[src/rtl/rv_pipe_pkg.sv]
// rtl/rv_pipe_pkg.sv - shared pipeline widths, NOP constant and IF/ID entry type
package rv_pipe_pkg;
  localparam int XLEN  = 32;
  localparam int GHR_W = 4;
  localparam logic [31:0] NOP_INSTR = 32'h00000013;

  typedef struct packed {
    logic [XLEN-1:0]  pc;
    logic [XLEN-1:0]  instr;
    logic [XLEN-1:0]  predicted_pc;
    logic             prediction_valid;
    logic [GHR_W-1:0] ghr;
  } if_id_entry_t;
endpackage

[src/rtl/pipe_fifo_core.sv]
// rtl/pipe_fifo_core.sv - generic DEPTH x WIDTH circular buffer with push, pop and flush
module pipe_fifo_core #(
  parameter int DEPTH = 2,
  parameter int WIDTH = 8,
  localparam int PW = (DEPTH > 1) ? $clog2(DEPTH) : 1,
  localparam int CW = $clog2(DEPTH + 1)
) (
  input  logic             clk,
  input  logic             rst,
  input  logic             push,
  input  logic             pop,
  input  logic             flush,
  input  logic [WIDTH-1:0] wdata,
  output logic [WIDTH-1:0] rdata,
  output logic [CW-1:0]    count,
  output logic             full,
  output logic             empty
);
  logic [WIDTH-1:0] mem_q [DEPTH];
  logic [WIDTH-1:0] mem_d [DEPTH];
  logic [PW-1:0]    wr_ptr_q, wr_ptr_d, rd_ptr_q, rd_ptr_d;
  logic [CW-1:0]    count_q, count_d;
  logic             do_push, do_pop;

  assign full  = (count_q == CW'(DEPTH));
  assign empty = (count_q == '0);
  assign count = count_q;
  assign rdata = mem_q[rd_ptr_q];

  always_comb begin
    mem_d    = mem_q;
    wr_ptr_d = wr_ptr_q;
    rd_ptr_d = rd_ptr_q;
    count_d  = count_q;
    do_push  = push & ~full & ~flush;
    do_pop   = pop & ~empty & ~flush;
    if (flush) begin
      wr_ptr_d = '0;
      rd_ptr_d = '0;
      count_d  = '0;
    end else begin
      // DEPTH is a power of two, so pointer increments wrap on their own
      if (do_push) begin
        mem_d[wr_ptr_q] = wdata;
        wr_ptr_d        = wr_ptr_q + PW'(1);
      end
      if (do_pop) rd_ptr_d = rd_ptr_q + PW'(1);
      case ({do_push, do_pop})
        2'b10:   count_d = count_q + CW'(1);
        2'b01:   count_d = count_q - CW'(1);
        default: count_d = count_q;
      endcase
    end
  end

  always_ff @(posedge clk or posedge rst) begin
    if (rst) begin
      mem_q    <= '{default: '0};
      wr_ptr_q <= '0;
      rd_ptr_q <= '0;
      count_q  <= '0;
    end else begin
      mem_q    <= mem_d;
      wr_ptr_q <= wr_ptr_d;
      rd_ptr_q <= rd_ptr_d;
      count_q  <= count_d;
    end
  end
endmodule

[src/rtl/if_id_queue.sv]
// rtl/if_id_queue.sv - fetch-to-decode instruction queue; IFID_LOAD_USE_EN adds load-use hazard detection
module if_id_queue #(
  parameter int XLEN  = rv_pipe_pkg::XLEN,
  parameter int GHR_W = rv_pipe_pkg::GHR_W,
  parameter int DEPTH = 2,
  localparam int CW = $clog2(DEPTH + 1)
) (
  input  logic             clk,
  input  logic             rst,
  input  logic             valid_IF_in,
  output logic             ready_IF_out,
  input  logic [XLEN-1:0]  pc_IF_in,
  input  logic [XLEN-1:0]  instr_IF_in,
  input  logic [XLEN-1:0]  predicted_pc_IF_in,
  input  logic             prediction_valid_IF_in,
  input  logic [GHR_W-1:0] ghr_IF_in,
  input  logic             stall_ID_in,
  input  logic             flush_in,
  output logic             valid_ID_out,
  output logic [XLEN-1:0]  pc_ID_out,
  output logic [XLEN-1:0]  instr_ID_out,
  output logic [XLEN-1:0]  predicted_pc_ID_out,
  output logic             prediction_valid_ID_out,
  output logic [GHR_W-1:0] ghr_ID_out,
  output logic [CW-1:0]    count_out,
  output logic             bubble_ID_out
`ifdef IFID_LOAD_USE_EN
  ,
  input  logic [4:0]       rd_EX_in,
  input  logic             MemRead_EX_in
`endif
);
  import rv_pipe_pkg::*;

  localparam int WIDTH = 3 * XLEN + 1 + GHR_W;

  logic [WIDTH-1:0] wdata, rdata;
  logic             push, pop, full, empty, hazard, stall_eff;
  logic [XLEN-1:0]  head_pc, head_instr, head_ppc;
  logic             head_pv;
  logic [GHR_W-1:0] head_ghr;

  assign wdata = {pc_IF_in, instr_IF_in, predicted_pc_IF_in, prediction_valid_IF_in, ghr_IF_in};
  assign {head_pc, head_instr, head_ppc, head_pv, head_ghr} = rdata;

  // ready comes from registered occupancy only, never from the decode stall
  assign ready_IF_out = ~full;
  assign valid_ID_out = ~empty & ~flush_in;
  assign push         = valid_IF_in & ready_IF_out & ~flush_in;
  assign stall_eff    = stall_ID_in | hazard;
  assign pop          = valid_ID_out & ~stall_eff;

  assign pc_ID_out               = empty ? '0 : head_pc;
  assign instr_ID_out            = empty ? XLEN'(NOP_INSTR) : head_instr;
  assign predicted_pc_ID_out     = empty ? '0 : head_ppc;
  assign prediction_valid_ID_out = empty ? 1'b0 : head_pv;
  assign ghr_ID_out              = empty ? '0 : head_ghr;

`ifdef IFID_LOAD_USE_EN
  // rs2 is compared for every format; a false match only costs one bubble
  assign hazard = valid_ID_out & MemRead_EX_in & (rd_EX_in != 5'd0) &
                  ((rd_EX_in == instr_ID_out[19:15]) | (rd_EX_in == instr_ID_out[24:20]));
`else
  assign hazard = 1'b0;
`endif
  assign bubble_ID_out = hazard;

  pipe_fifo_core #(
    .DEPTH(DEPTH),
    .WIDTH(WIDTH)
  ) u_fifo (
    .clk  (clk),
    .rst  (rst),
    .push (push),
    .pop  (pop),
    .flush(flush_in),
    .wdata(wdata),
    .rdata(rdata),
    .count(count_out),
    .full (full),
    .empty(empty)
  );
endmodule

[config.mk]
export PLATFORM = sky130hd
export DESIGN_NAME = if_id_queue
export DESIGN_NICKNAME = d
export VERILOG_FILES = /design/src/rtl/rv_pipe_pkg.sv /design/src/rtl/pipe_fifo_core.sv /design/src/rtl/if_id_queue.sv
export SDC_FILE = /design/constraint.sdc
export NUM_CORES = 1
export LEC_CHECK = 0
export BUFFER_PORTS_ARGS = -buffer_cell sky130_fd_sc_hd__buf_2
export CAP_MARGIN = 0
export CELL_PAD_IN_SITES_DETAIL_PLACEMENT = 1
export CELL_PAD_IN_SITES_GLOBAL_PLACEMENT = 2
export CORE_ASPECT_RATIO = 0.6
export CORE_MARGIN = 3
export CORE_UTILIZATION = 39
export CTS_BUF_LIST = sky130_fd_sc_hd__clkbuf_2
export DETAILED_ROUTE_END_ITERATION = 7
export GPL_ROUTABILITY_DRIVEN = 0
export HOLD_SLACK_MARGIN = 0.1
export PLACE_DENSITY_LB_ADDON = 0.08
export SLEW_MARGIN = 0
export SYNTH_ARGS = -nofsm -noshare
export SYNTH_HDL_FRONTEND = slang
export SYNTH_SLANG_ARGS = --single-unit
[constraint.sdc]
create_clock -name clk -period 7.8 [get_ports clk]
set_input_delay 0 -clock clk [delete_from_list [all_inputs] [get_ports clk]]
set_output_delay 0 -clock clk [all_outputs]
set_load 0.1 [all_outputs]
Word level (Yosys, flattened, before mapping)
Cells that the tools add are included.
- bits of input ports: 106
- output and inout port bits: 106
- bits in registers: 206
- word-level logic and storage cells: 52
- multiplexer cells: 17
- order comparisons: 3
- add/subtract/negate cells: 4
- reductions and logical operators: 6
- equal/unequal tests: 3
- bitwise gates (word level): 14
- operator list (cell ; count):
    2-to-1 mux 101 bit ; 4
    bitwise mux 202 bit ; 1
    demux 101 bit (select 1 bit) ; 1
    2-to-1 mux 32 bit ; 3
    AND 1 bit ; 8
    2-to-1 mux 1 bit ; 5
    equality test 2 bit (second input constant) ; 2
    greater-or-equal comparator 2 bit (second input constant) ; 2
    2-to-1 mux 4 bit ; 1
    NOT 1 bit ; 4
    NOT 1 -> 2 bit ; 2
    case mux 2 bit (2 select lines) ; 1
    nonzero test 2 bit ; 2
    nonzero test 3 bit ; 1
    adder 1 bit (second input constant) ; 2
    adder 2 x 1 -> 2 bit (second input constant) ; 1
    equality test 2 x 1 -> 1 bit (second input constant) ; 1
    zero test 2 bit ; 1
    < comparator 2 x 1 -> 1 bit (second input constant) ; 1
    2-to-1 mux 2 bit ; 1
    AND reduction 2 bit ; 1
    subtractor 2 x 1 -> 2 bit (second input constant) ; 1
    logical AND 1 bit ; 1

Depth between registers and ports, before layout
Gate-level depths: netlist of run 1.
- word-level depth: 9
- gate-level depth with buffers: 6
- gate-level depth less buffers: 4

Modules after synthesis
From an unflattened synthesis of run 1, not the netlist that was laid out.
- cells, all modules: 682
- area, all modules: 9654.3 µm²
- by module, submodules not included (module ; times used ; cells an instance ; area each (µm²) ; seq. area each (µm²)):
    pipe_fifo_core ; 1 ; 564 ; 8933.6 ; 5154.9
    if_id_queue ; 1 ; 118 ; 720.7 ; 0.0

Worst setup path after synthesis of run 1
Ideal clock, no wire load.
- path type: reg-to-output
- from: register u_fifo.count_q[0] (netlist: u_fifo.count[0])
- to: output port instr_ID_out[0]
- path buffers: 0
- cell stages (with the launch flop): 2
- path slack: 4.692 ns
- data required time: 7.800 ns
- data arrival time: 3.108 ns
- cell sequence: dfrtp_1 o21ai_0
- word-level cells in the longest chain between the ends: 2
- RTL lines (element ; line ; source):
    start: declaration ; pipe_fifo_core.sv:22 ; logic [CW-1:0] count_q, count_d;
    start signal: assignment ; pipe_fifo_core.sv:66 ; count_q <= count_d;
    zero test 2 bit ; pipe_fifo_core.sv:26 ; assign empty = (count_q == '0);
    2-to-1 mux 32 bit ; if_id_queue.sv:54 ; assign instr_ID_out = empty ? XLEN'(NOP_INSTR) : head_instr;
    end: declaration ; if_id_queue.sv:21 ; output logic [XLEN-1:0] instr_ID_out,
Every way passes these cells.

Final worst setup path of run 1
- from: register u_fifo.rd_ptr_q
- to: output port pc_ID_out[12]
- word-level cells in the longest chain between the ends: 5
- RTL lines (element ; line ; source):
    start: declaration ; pipe_fifo_core.sv:21 ; logic [PW-1:0] wr_ptr_q, wr_ptr_d, rd_ptr_q, rd_ptr_d;
    start signal: assignment ; pipe_fifo_core.sv:65 ; rd_ptr_q <= rd_ptr_d;
    NOT 1 -> 2 bit (not written as such) ; pipe_fifo_core.sv:28 ; assign rdata = mem_q[rd_ptr_q];
    2-to-1 mux 101 bit (not written as such) (3 in series) ; pipe_fifo_core.sv:28 ;
    2-to-1 mux 32 bit ; if_id_queue.sv:53 ; assign pc_ID_out = empty ? '0 : head_pc;
    end: declaration ; if_id_queue.sv:20 ; output logic [XLEN-1:0] pc_ID_out,
Every way passes these cells. The select of a mux whose other input is x is not followed.

==> results of run 1 <==
-- per-stage QoR --
stage	cells	hold WS, ps
2_1_floorplan	681	63.1
3_3_place_gp	1167	214
3_5_place_dp	1167	230
4_1_cts	1467	130
5_1_grt	1468	208
6_report	1468	270
-- cell families after synthesis --
group | count (synthesis) | share of synthesized area
compound gates | 12 | 0.00658
buf+inv | 49 | 0.0396
flops | 206 | 0.532
mux | 303 | 0.374
other cells | 1 | 0.000387
simple gates | 110 | 0.0478
-- worst max-delay path, stage by stage (launching register included) --
cell and delay (ps):
dfrtp_4 1050, buf_4 870, mux2i_1 230, nor2_1 190, buf_2 460
-- final cells by class --
class	instances	area share
inverter	3	0.00140
clock buffer	74	0.0275
clock inverter	10	0.00475
timing repair buffer	433	0.243
tap	315	0.0293
multi-input combinational	426	0.310
antenna	1	0.000186
sequential	206	0.384
-- sequential cells by signal, indices dropped and copies added (netlist names) --
| register | cells |
|---|---|
| u_fifo.wr_ptr_q | 1 |
| u_fifo.count | 2 |
| u_fifo.rd_ptr_q | 1 |
| u_fifo.mem_q | 202 |
-- report_power, final --
part           switching, mW  leakage, nW  internal (mW)
Sequential             0.158         2.45           1.32
Combinational          0.677         3.67          0.452
Clock                  0.448        0.336          0.281
Total                   1.28         6.46           2.05
-- per-layer routing --
metal	GRT usage	wire, microns
met5	0	13
met3	0.0482	1140
met4	0.0649	657
met1	0.261	12200
met2	0.358	13400
-- Yosys cell counts, drive strengths merged --
master,n,share of area
a21oi,4,0.0021
and3b,1,0.00090
buf,34,0.034
clkbuf,12,0.0046
conb,1,0.00039
dfrtp,206,0.53
inv,3,0.0012
mux2,202,0.27
mux2i,101,0.10
nand2,3,0.0012
nand3,1,0.00052
nand4b,1,0.0025
nor2,100,0.039
nor2b,1,0.0014
nor4,1,0.0013
o21ai,7,0.0036
o22a,1,0.00090
or3,2,0.0013
-- path summary, 6_finish.rpt --
path | startpoint | slack [ps] | cells after the start | endpoint
max | u_fifo.rd_ptr_q | 4070 | 4 | pc_ID_out[12]
min | valid_IF_in | 270 | 5 | u_fifo.count[1]
max reg2reg | u_fifo.count[1] | 4870 | 5 | u_fifo.mem_q[180]
min reg2reg | u_fifo.mem_q[168] | 490 | 1 | u_fifo.mem_q[168]
max in group asynchronous | rst | 5550 | 5 | u_fifo.mem_q[107]
min in group asynchronous | rst | 490 | 4 | u_fifo.mem_q[199]
==> run_results.csv, run 1 <==
group,metric,value,unit
drt,drt_pass1_iterations,4,
power_and_ir_drop,total_power,3.34,mW
synthesis,syn_area,9690,sq um
sta,finalSetupViolCount,0,
critical_path,crit_type,"reg2out",
placement,dpl.hpwl,16100,microns
placement,numPortBuffers,210,
critical_path,cp.arrival,3730,ps
global_route,track_usage,0.208,
critical_path,cp-start-kind,"flop",
drt,drtIter0Drc,247,
global_route,grt_pass1_vias,8463,
cts,cts-buffers-inserted,50,
synthesis,yosysUniqueCellTypes,23,
cts,h-tree-depth,2,
cts,clk_pin_slew,120,ps
cells_and_area,area_delta_synth_final,38.7,%
sta,finClkSkew,51.3,ps
sta,finalHoldViolCount,0,
sta,worst_pin_slew,1040,ps
cts,post_cts_buffers,0,
cells_and_area,drive_gt1_frac,0.339,
die,num_rows,43,
worst_hold_path,holdCritPathClass,"in2reg",
synthesis,seq_area_frac_synth,0.532,
power_and_ir_drop,p_leak,6.46,nW
global_route,overflow,0,
die,die_height,128,microns
synthesis,syn_nets,787,
synthesis,avgSynthCellArea,14.2,sq um
drt,vias_per_cell,4.84,
cells_and_area,seq_area,5160,sq um
drt,drt-total-wl,27400,microns
global_route,grt_pass1_wl,45000,microns
cells_and_area,layout_commonest_cell,"dlygate4sd3_1",
drt,drc,0,
die,chipWidth,210,microns
cells_and_area,layout.nets,1226,
die,core,23700,sq um
sta,grt_setup_unrepaired,"false",
critical_path,path_max_fanout,55,
cts,cts-resized-gates,0,
sta,slew_viol_final,0,
sta,setup_ws,4070,ps
cts,cts_tree,"done",
power_and_ir_drop,ir_worst_vdd,156,uV
sta,period_share,0.478,
sta,maxClockFrequency,268,MHz
placement,place_area,10800,sq um
critical_path,required,7800,ps
power_and_ir_drop,power_density,248,nW/um^2
cts,cts_sinks,206,
synthesis,ys_seq_elements,206,
cells_and_area,final_util,0.567,
cts,cts_buffer_depth,3,
cells_and_area,multi_input_area,4170,sq um
global_route,grt_start_max_net_pins,128,
cts,cts.root.buffer_cell,"clkbuf_2",
die,ioPinCount,212,
drt,vias,7105,
cells_and_area,nFillCells,2516,
status,status,"finished clean",
cells_and_area,final_area,13400,sq um
synthesis,syn_inst,681,
sta,tns,0,ps
drt,wire_per_inst,18.6,microns
cts,clk_latency,810,ps
job,cap_viol_max_count,0,
drt,ant_nets,0,
cts,cts.hold.buffers_added,216,
sta,slew-limit-headroom,0.305,
cells_and_area,layout_common_cells,"216 x dlygate4sd3_1, 210 x buf_2, 205 x dfrtp_1",
sta,fin_crit,3730,ps
die,initial_utilization,0.409,
global_route,grt_antenna_before_repair,2,
placement,pre_cts_slack,4920,ps
die,die-area,26800,sq um
synthesis,synth_warnings,0,
critical_path,cp-end-kind,"output port",
(Power assumes the default switching activity.)
==> run 2: changes to the inputs <==
clock period = 3.72 ns   (was 7.8 ns; I/O delays follow)
==> run 2 against run 1 <==
Net effect: flip-flop and latch count did not move; clock-buffer cell count did not move; sequential share of layout area fell by 0.22 points; final cell count rose by 0.41%; die area did not move; register-to-register slack got worse by 4300 ps; worst setup slack got worse by 3400 ps; global-route usage rose by 0.096 points; first-iteration DRC count fell by 2.8%; clock skew fell by 10 ps; utilization rose by 0.32 points; critical path depth rose by 2; critical path type is now reg2reg; largest power group unchanged.
==> run_results.csv, run 2 (synthesis gave the netlist of run 1 again) <==
group,metric,value,unit
sta,maxClockFrequency,323,MHz
sta,setup_ws,619,ps
status,status,"finished clean",
cts,cts_buffer_depth,3,
global_route,track_usage,0.209,
drt,vias_per_cell,4.84,
sta,slew_viol_final,0,
die,num_rows,43,
critical_path,crit_type,"reg2reg",
global_route,grt_pass1_vias,8280,
critical_path,cp-end-kind,"flop",
die,die-area,26800,sq um
job,cap_viol_max_count,0,
cts,cts-buffers-inserted,51,
global_route,grt_start_max_net_pins,106,
sta,finClkSkew,41.0,ps
cells_and_area,antenna_cells,0,
sta,period_share,0.834,
cells_and_area,area_delta_synth_final,39.5,%
power_and_ir_drop,power_density,513,nW/um^2
drt,drc,0,
cts,cts_tree,"done",
cells_and_area,final_cells,1474,
sta,finalHoldViolCount,0,
die,die_height,128,microns
critical_path,required,4410,ps
placement,dp_cells,1169,
cts,clk_pin_slew,140,ps
power_and_ir_drop,ir_worst_vdd,263,uV
cells_and_area,layout.nets,1231,
sta,whs,415,ps
sta,finalSetupViolCount,0,
critical_path,cp-start-kind,"flop",
global_route,grt_antenna_before_repair,0,
global_route,grt_pass1_wl,45000,microns
placement,numPortBuffers,210,
sta,tns,0,ps
die,initial_utilization,0.409,
cts,h-tree-depth,2,
drt,ant_nets,0,
cells_and_area,largest_reg_flops,202,
sta,worst_pin_slew,899,ps
critical_path,path_max_fanout,101,
die,ioPinCount,212,
sta,slew-limit-headroom,0.401,
sta,grt_setup_unrepaired,"false",
drt,drt_pass1_iterations,4,
placement,dpl.hpwl,15800,microns
power_and_ir_drop,p_leak,6.50,nW
cts,cts.root.buffer_cell,"clkbuf_2",
cts,cts_sinks,206,
cells_and_area,layout_commonest_cell,"dlygate4sd3_1",
global_route,overflow,0,
critical_path,cp.arrival,3800,ps
sta,fin_crit,3100,ps
drt,drtIter0Drc,240,
drt,drt-total-wl,27200,microns
placement,pre_cts_slack,1500,ps
drt,wire_per_inst,18.5,microns
worst_hold_path,holdCritPathClass,"in2async",
die,chipWidth,210,microns
cells_and_area,drive_gt1_frac,0.338,
cells_and_area,layout_common_cells,"218 x dlygate4sd3_1, 210 x buf_2, 205 x dfrtp_1",
drt,vias,7136,
cts,clk_latency,810,ps
die,core,23700,sq um
cells_and_area,regMostFlops,"u_fifo.mem_q",
[run 2: timing repair]
item / 4_1_cts / 5_1_grt
buffers inserted: 0 / 0
setup endpoints to repair: 0 / 0
gates resized for setup: 0 / 0
hold buffers: 218 / 0
hold endpoints to repair: 412 / 0
[run 2: worst paths after layout]
path	from	end	slack, ps	depth (start not counted)
setup / recovery	u_fifo.count[1]	u_fifo.mem_q[177]	620	6
hold / removal	rst	u_fifo.count[1]	410	4
min in group clk	u_fifo.mem_q[109]	u_fifo.mem_q[109]	490	1
hold reg to reg	u_fifo.mem_q[109]	u_fifo.mem_q[109]	490	1
setup reg to reg	u_fifo.count[1]	u_fifo.mem_q[177]	620	6
max in group asynchronous	rst	u_fifo.mem_q[23]	2300	5
[run 2: metal layers]
metal	track usage	part of all wire	vias up
met4	0.0527	0.014	0
li1	-	-	3269
met3	0.0423	0.041	36
met2	0.349	0.48	146
met1	0.280	0.47	3685
met5	0	0	-
[run 2: cell type report]
class | instances | area [sq um]
inverters | 3 | 15.0
multi-input cells | 426 | 4170
clock buffers | 74 | 370
repair buffers | 437 | 3360
fillers | 2469 | 10200
well taps | 315 | 394
flip-flops and latches | 206 | 5160
clock inverters | 13 | 48.8
[run 2: per-stage QoR]
stage / utilization / instance area [sq um] / power, mW
floorplan: - / 9700 / 4.85
global placement: 0.460 / 10900 / 5.21
detailed placement: 0.460 / 10900 / 5.31
CTS: 0.570 / 13500 / 7.00
global route: 0.570 / 13500 / 7.37
finish: 0.570 / 13500 / 6.93
[run 2: worst max-delay path, cell delays in order, from the launching register on]
cell and delay [ps]:
dfrtp_1 520, nor2b_4 200, nor4_4 130, dlygate4sd3_1 630, buf_12 480, mux2_1 380
dlygate4sd3_1 560
[run 2: power by group]
part	leakage [nW]	total [mW]	internal, mW	switching, mW
Combinational	3.71	2.38	0.955	1.42
Clock	0.330	1.47	0.525	0.943
Sequential	2.45	3.09	2.77	0.318
Total	6.50	6.93	4.25	2.68
==> run 3: changes to the inputs <==
CORE_UTILIZATION = 35   (was 39)
clock period = 2.5 ns   (was 3.72 ns; I/O delays follow)
==> run 3 against run 2 <==
Net effect: clock power rose by 50%; register-to-register slack lost 500 ps; final area up 7.6%; clock skew decreased by 2.1 ps; critical path type unchanged; die area increased by 11%.
==> run_results.csv, run 3 (synthesis gave the netlist of run 1 again) <==
group,metric,value,unit
placement,dp_cells,1229,
die,core,26800,sq um
cells_and_area,layout.nets,1258,
drt,drt-total-wl,27900,microns
placement,numPortBuffers,210,
cts,h-tree-depth,2,
drt,vias_per_cell,4.63,
sta,grt_setup_unrepaired,"true",
die,die-area,29800,sq um
status,status,"finished clean",
critical_path,r2r_cells,5,
sta,maxClockFrequency,420,MHz
worst_hold_path,hp-start,"flush_in",
power_and_ir_drop,p_switching,4.15,mW
cells_and_area,regMostFlops,"u_fifo.mem_q",
cells_and_area,area_delta_synth_final,50.1,%
die,die_height,135,microns
critical_path,cp-start-kind,"flop",
drt,drtIter0Drc,198,
power_and_ir_drop,p_int,6.57,mW
sta,worst_pin_slew,830,ps
drt,vias,7153,
cts,clk_pin_slew,110,ps
drt,wire_per_inst,18.1,microns
power_and_ir_drop,p_clk_frac,0.206,
global_route,grt_pass1_wl,45100,microns
die,chipWidth,221,microns
cts,clk_latency,830,ps
sta,slew_viol_final,0,
global_route,grt_start_max_net_pins,83,
cells_and_area,drive_gt1_frac,0.439,
cts,cts_sinks,206,
critical_path,cp-end-kind,"flop",
cells_and_area,final_cells,1545,
critical_path,cp.arrival,3080,ps
global_route,overflow,0,
drt,drc,0,
cts,cts.root.buffer_cell,"clkbuf_2",
placement,dpl.hpwl,17200,microns
power_and_ir_drop,p_sw_frac,0.387,
power_and_ir_drop,power_frac_seq,0.427,
cells_and_area,final_util,0.542,
worst_hold_path,holdCritPathClass,"in2reg",
critical_path,required,3200,ps
sta,slew-limit-headroom,0.446,
die,num_rows,46,
critical_path,critPathLaunch,"u_fifo.count[1]",
sta,finalHoldViolCount,0,
cts,cts_tree,"done",
die,ioPinCount,212,
sta,fin_crit,2380,ps
cells_and_area,layout_common_cells,"223 x dlygate4sd3_1, 203 x dfrtp_1, 133 x buf_2",
cells_and_area,largest_reg_flops,202,
drt,ant_nets,0,
cells_and_area,layout_commonest_cell,"dlygate4sd3_1",
sta,period_share,0.953,
power_and_ir_drop,ir_worst_vdd,393,uV
sta,finClkSkew,38.8,ps
critical_path,r2r_start,"u_fifo.count[1]",
cts,cts-buffers-inserted,52,
global_route,grt_antenna_before_repair,1,
critical_path,crit_type,"reg2reg",
cts,cts_buffer_depth,3,
sta,finalSetupViolCount,0,
die,initial_utilization,0.361,
power_and_ir_drop,p_leak,6.68,nW
global_route,track_usage,0.188,
power_and_ir_drop,comb_power_share,0.367,
global_route,grt_pass1_vias,8304,
job,cap_viol_max_count,0,
cells_and_area,nFillCells,2786,
power_and_ir_drop,power_density,737,nW/um^2
drt,drt_pass1_iterations,4,
critical_path,path_max_fanout,42,
worst_hold_path,whs_path_depth,5,
## run 3: final cells by class
cell class	instances	area (sq um)	share of cell area
Tap cell	360	450	0.0310
Inverter	3	15.0	0.00103
Antenna cell	1	2.50	0.000172
Timing Repair Buffer	463	3940	0.271
Clock inverter	7	27.5	0.00189
Multi-Input combinational cell	426	4560	0.313
Clock buffer	79	395	0.0272
Sequential cell	206	5160	0.355
## run 3: worst paths after layout
path	end	slack [ps]
max	u_fifo.mem_q[145]	120
min	u_fifo.mem_q[142]	460
min in group asynchronous	u_fifo.mem_q[198]	500
max in group asynchronous	u_fifo.mem_q[35]	1180
max reg2reg	u_fifo.mem_q[145]	120
min reg2reg	u_fifo.mem_q[174]	490
## run 3: repair_timing
item | in CTS | in global routing
hold buffers | 223 | 0
setup endpoints to repair | 101 | 78
endpoints found under the hold margin | 412 | 0
pin swaps | 1 | 0
gates resized for setup | 28 | 52
buffers inserted | 6 | 0
## run 3: metrics by stage
step / worst slack [ps] / setup TNS [ps] / total power [mW] / hold WS (ps) / instance area, sq um
4_1_cts: 1.26 / 0 / 10.8 / 327 / 14400
3_5_place_dp: 466 / 0 / 8.16 / 200 / 11600
3_3_place_gp: 544 / 0 / 8.01 / 205 / 11600
6_report: 119 / 0 / 10.7 / 463 / 14500
2_1_floorplan: -608 / -44420 / 7.42 / 59.5 / 10100
5_1_grt: -16.1 / -17.9 / 11.4 / 357 / 14500
## run 3: power by group through the flow
stage / registers [mW] / logic (mW) / clock network (mW)
finish: 4.58 / 3.93 / 2.21
global route: 4.68 / 4.16 / 2.55
CTS: 4.56 / 3.91 / 2.37
detailed placement: 4.63 / 3.53 / 0
global placement: 4.58 / 3.43 / 0
floorplan: 4.49 / 2.92 / 0
## run 3: metal layers
metal	track usage	wire, microns	up-vias
met1	0.242	12600	3619
met5	0	0	-
met4	0.0539	546	0
li1	-	-	3337
met2	0.317	13400	142
met3	0.0474	1320	55
## run 3: worst max-delay path, stage by stage, from the launching register on
cell and delay [ps]:
dfrtp_2 490, nor2b_4 180, nor4_4 340, buf_12 320, mux2_1 350, dlygate4sd3_1 560
